`src/rtl/branch_unit_arbiter.sv`:
```
// Round-robin shares one branch comparator among NUM_REQ issue slots; the result is registered, one cycle after grant.
// A held result that is not accepted blocks further grants; flush squashes it and blocks grants in that cycle.
module branch_unit_arbiter #(
   parameter int NUM_REQ = 4,
   parameter int XLEN    = 32,
   parameter int TAG_W   = 5,
   parameter int CNT_W   = 16
) (
   input  logic                     clock,
   input  logic                     reset,
   input  logic                     flush,
   input  logic [NUM_REQ-1:0]       req_valid,
   input  logic [NUM_REQ*XLEN-1:0]  req_rs1,
   input  logic [NUM_REQ*XLEN-1:0]  req_rs2,
   input  logic [NUM_REQ*3-1:0]     req_func,
   input  logic [NUM_REQ-1:0]       req_pred_taken,
   input  logic [NUM_REQ*TAG_W-1:0] req_tag,
   output logic [NUM_REQ-1:0]       grant,
   output logic                     out_valid,
   input  logic                     out_ready,
   output logic [TAG_W-1:0]         out_tag,
   output logic                     out_taken,
   output logic                     out_mispredict,
   output logic [CNT_W-1:0]         mispred_count
);

   localparam int PTR_W = $clog2(NUM_REQ);
   localparam logic [PTR_W:0] NREQ = (PTR_W+1)'(NUM_REQ);
   localparam logic [PTR_W-1:0] LAST_IDX = PTR_W'(NUM_REQ - 1);

   logic [PTR_W-1:0] rr_ptr;
   logic [PTR_W-1:0] win_idx;
   logic [PTR_W-1:0] nxt_ptr;
   logic [PTR_W:0]   scan;
   logic             win_found;
   logic             accept;
   logic             do_grant;
   logic [XLEN-1:0]  sel_rs1;
   logic [XLEN-1:0]  sel_rs2;
   logic [2:0]       sel_func;
   logic             sel_pred;
   logic [TAG_W-1:0] sel_tag;
   logic             cmp_taken;

   assign accept = !flush && (!out_valid || out_ready);

   // Scan slots starting at rr_ptr, wrapping; first valid slot wins.
   always_comb begin
      scan      = '0;
      win_found = 1'b0;
      win_idx   = '0;
      for (int k = 0; k < NUM_REQ; k++) begin
         scan = {1'b0, rr_ptr} + (PTR_W+1)'(k);
         if (scan >= NREQ) begin
            scan = scan - NREQ;
         end
         if (!win_found && req_valid[scan[PTR_W-1:0]]) begin
            win_found = 1'b1;
            win_idx   = scan[PTR_W-1:0];
         end
      end
   end

   assign do_grant = accept && win_found;
   assign grant    = do_grant ? (NUM_REQ'(1) << win_idx) : '0;
   assign nxt_ptr  = (win_idx == LAST_IDX) ? '0 : win_idx + PTR_W'(1);

   assign sel_rs1  = req_rs1[win_idx*XLEN +: XLEN];
   assign sel_rs2  = req_rs2[win_idx*XLEN +: XLEN];
   assign sel_func = req_func[win_idx*3 +: 3];
   assign sel_pred = req_pred_taken[win_idx];
   assign sel_tag  = req_tag[win_idx*TAG_W +: TAG_W];

   always_comb begin
      cmp_taken = 1'b0;
      case (sel_func)
         3'b000:  cmp_taken = (sel_rs1 == sel_rs2);
         3'b001:  cmp_taken = (sel_rs1 != sel_rs2);
         3'b010:  cmp_taken = ($signed(sel_rs1) <  $signed(sel_rs2));
         3'b011:  cmp_taken = ($signed(sel_rs1) >= $signed(sel_rs2));
         3'b100:  cmp_taken = (sel_rs1 <  sel_rs2);
         3'b101:  cmp_taken = (sel_rs1 >= sel_rs2);
         default: cmp_taken = 1'b0;
      endcase
   end

   always_ff @(posedge clock or posedge reset) begin
      if (reset) begin
         out_valid      <= 1'b0;
         out_tag        <= '0;
         out_taken      <= 1'b0;
         out_mispredict <= 1'b0;
         rr_ptr         <= '0;
      end else if (do_grant) begin
         out_valid      <= 1'b1;
         out_tag        <= sel_tag;
         out_taken      <= cmp_taken;
         out_mispredict <= cmp_taken ^ sel_pred;
         rr_ptr         <= nxt_ptr;
      end else if (flush || out_ready) begin
         out_valid      <= 1'b0;
      end
   end

   // Only results actually handed to the consumer are counted; a flushed one is not.
   always_ff @(posedge clock or posedge reset) begin
      if (reset) begin
         mispred_count <= '0;
      end else if (out_valid && out_ready && out_mispredict && !flush &&
                   (mispred_count != {CNT_W{1'b1}})) begin
         mispred_count <= mispred_count + 1'b1;
      end
   end

endmodule
```
`config.mk`:
```
export PLATFORM = sky130hd
export DESIGN_NAME = branch_unit_arbiter
export DESIGN_NICKNAME = d
export VERILOG_FILES = /design/src/rtl/branch_unit_arbiter.sv
export SDC_FILE = /design/constraint.sdc
export NUM_CORES = 1
export LEC_CHECK = 0
export ABC_AREA = 1
export BUFFER_PORTS_ARGS = -buffer_cell sky130_fd_sc_hd__clkbuf_2
export CORE_AREA = 2 2 126 128
export CTS_BUF_LIST = sky130_fd_sc_hd__clkbuf_2
export DETAILED_ROUTE_END_ITERATION = 12
export DIE_AREA = 0 0 128 130
export GPL_TIMING_DRIVEN = 0
export PLACE_DENSITY = 0.69
export RECOVER_POWER = 25
export SETUP_SLACK_MARGIN = 0.2
export SYNTH_ARGS = -nofsm -noshare
export SYNTH_HDL_FRONTEND = slang
export SYNTH_SLANG_ARGS = --single-unit
```
`constraint.sdc`:
```
create_clock -name clock -period 3.5 [get_ports clock]
set_input_delay 0.35 -clock clock [delete_from_list [all_inputs] [get_ports clock]]
set_output_delay 0.35 -clock clock [all_outputs]
set_load 0.005 [all_outputs]
```
==> out/metrics.csv <==
metric,value,unit
outcome,"finished, violations left",
violations,setup timing,
timing.fmax,0.265,GHz
fp.coreArea,0.0154,mm2
clock-sinks,26,
async_flop_share,100,%
cts_buffer_depth,2,
avgSynthCellArea,6.03,um2
die_w,128,um
drc,0,
grt_util_all_layers,26.6,%
pin_count,328,
finalSetupViolCount,2,
cp.arrival,4060,ps
slew_headroom,33.6,%
hold_path.class,input pin to async pin,
rows,46,
ys_ff_latch,26,
final_nets,1480,
grt_max_degree,27,
min_period_over_period,108,%
max_cap_violations,0,
seq_area_frac_synth,14.0,%
clkTransAtPathRegs,240,ps
cpMaxStageDelayCell,dfrtp_2,
wire_per_inst,18.4,um
fin_cells,1335,
layout_min_cycle_time,3780,ps
layout-drive-gt1-share,49.8,%
vias_per_cell,5.28,
drv_slew,0,
cp-end-kind,flip-flop,
vias,7047,
synth_cell_types,34,
final_core_util,51.5,%
layout_common_cells,"331 x clkbuf_2, 168 x nand2_1, 95 x nor2_1, 50 x o21ai_0, 39 x a21oi_1",
drt_first_iter_violations,336,
setup_ws,-276,ps
synth_warnings,0,
cp.required,3780,ps
cpPeakStageDelay,510,ps
rsz0062_at_grt,yes,
cts_buffers,3,
area_delta_synth_final,71.4,%
die_h,130,um
clock_skew,5.27,ps
cts-root-buf,clkbuf_2,
ctsHoldBuffers,0,
ys.flop_type,dfrtp_1,
synth_cells,770,
cp_max_fo,7,
die_area,0.0166,mm2
stdcell_area,0.00795,mm2
final_common_cell,clkbuf_2,
hold_violations,0,
placed_cell_area,0.00655,mm2
grt_pass1_wl,34300,um
syn_area,0.00464,mm2
initial_utilization,30.1,%
gr-total-overflow,0,
grt_pass1_vias,6431,
route.final.wire_length,24500,um
hpwl,19200,um
cts_htree_levels,1,
worstMarginPinSlew,994,ps
startpoint_type,flip-flop,
gp_congestion,0.946,
critical_path_class,flip-flop to flip-flop,
clk_latency,360,ps
cts_tree,built,
dp.cells,1289,
io_buffers,327,
first_pass_iters,5,
fin_tns_setup,-474,ps
grt_antenna_before_repair,1,
synth-edff-count,0,
syn-num-nets,1107,
postRouteAntennaNets,0,
what timing repair did:
action	in CTS	in global routing
setup buffers	20	13
gates resized for setup	181	104
gates cloned	6	2
pin swaps	34	56
endpoints found under the setup margin	3	2
metrics by stage:
stage / setup WS (ps) / hold WS [ps]
global placement: -1040 / 485
finish: -276 / 157
global route: -520 / 128
detailed placement: -1070 / 499
floorplan: 201 / 390
CTS: -257 / 159
worst max-delay path: cells and delay by family (launching register included):
kind                       cells  cell delay [ps]
and+or+nand+nor               16             1230
adders and majority gates      1              340
DFF                            1              510
buffers and inverters          6              760
AOI/OAI and AO/OA              6              860
flip-flops by register name, indices dropped and copies added (netlist names):
register,flops
mispred_count,16
out_taken,1
out_valid,1
out_mispredict,1
out_tag,5
rr_ptr,2
layout make-up:
class                      instances  area [um2]
clock buffer                       3        15.0
inverter                          39         165
fill                            1582        7470
antenna                            2        5.00
buffer                            49         659
sequential                        26         653
tap                              192         240
multi-input combinational        656        4120
timing repair buffer             368        2100
worst paths after layout:
kind / cells past startpoint / end / from / slack (ps)
worst max-delay path: 29 / out_mispredict$_DFFE_PP0P_ / rr_ptr[0]$_DFFE_PP0P_ / -280
min in group clock: 2 / out_valid$_DFFE_PP0P_ / flush / 160
worst min-delay path: 2 / mispred_count[8]$_DFFE_PP0P_ / reset / 160
worst max register to register: 29 / out_mispredict$_DFFE_PP0P_ / rr_ptr[0]$_DFFE_PP0P_ / -280
max in group asynchronous: 2 / rr_ptr[1]$_DFFE_PP0P_ / reset / 2690
worst min register to register: 1 / mispred_count[14]$_DFFE_PP0P_ / mispred_count[14]$_DFFE_PP0P_ / 530
kinds of logic after synthesis:
logic type,count (synthesis),share of synthesized area [%]
DFF,26,14.0
AOI/OAI and AO/OA,210,27.4
buffers and inverters,88,9.03
xor gates and xnor gates,14,2.64
and+or+nand+nor,395,36.9
adders and majority gates,37,9.98
routing by layer:
metal / share of wire [%] / global-route usage [%] / vias to the layer above
met3: 6.5 / 2.99 / 34
li1: - / - / 3412
met5: 0 / 0 / -
met4: 2.1 / 5.49 / 0
met1: 40 / 32.6 / 3267
met2: 51 / 50.4 / 334
cell usage after synthesis (3+ instances only):
| library cell | number | area share [%] |
|---|---|---|
| nand2_1 | 200 | 16 |
| nor2_1 | 110 | 8.9 |
| o21ai_0 | 82 | 8.8 |
| a21oi_1 | 49 | 5.3 |
| nand3_1 | 38 | 4.1 |
| ha_1 | 37 | 10 |
| inv_1 | 34 | 2.8 |
| buf_2 | 32 | 3.5 |
| o22ai_1 | 30 | 4.0 |
| a32o_1 | 29 | 6.3 |
| dfrtp_1 | 26 | 14 |
| nand2_2 | 11 | 1.5 |
| a31oi_1 | 9 | 1.2 |
| clkbuf_1 | 8 | 0.65 |
| xor2_1 | 8 | 1.5 |
| nand4_1 | 6 | 0.81 |
| o21bai_1 | 6 | 0.97 |
| or2_2 | 6 | 0.81 |
| xnor2_1 | 6 | 1.1 |
| buf_4 | 5 | 0.81 |
| inv_2 | 5 | 0.40 |
| nand3_2 | 5 | 1.1 |
| buf_6 | 4 | 0.97 |
| nor3_1 | 4 | 0.43 |
| nor2_4 | 3 | 0.73 |
| nor4_1 | 3 | 0.40 |
Power is not shown: default switching activity piles up to over one toggle a cycle in this logic, so the estimate is an artifact.
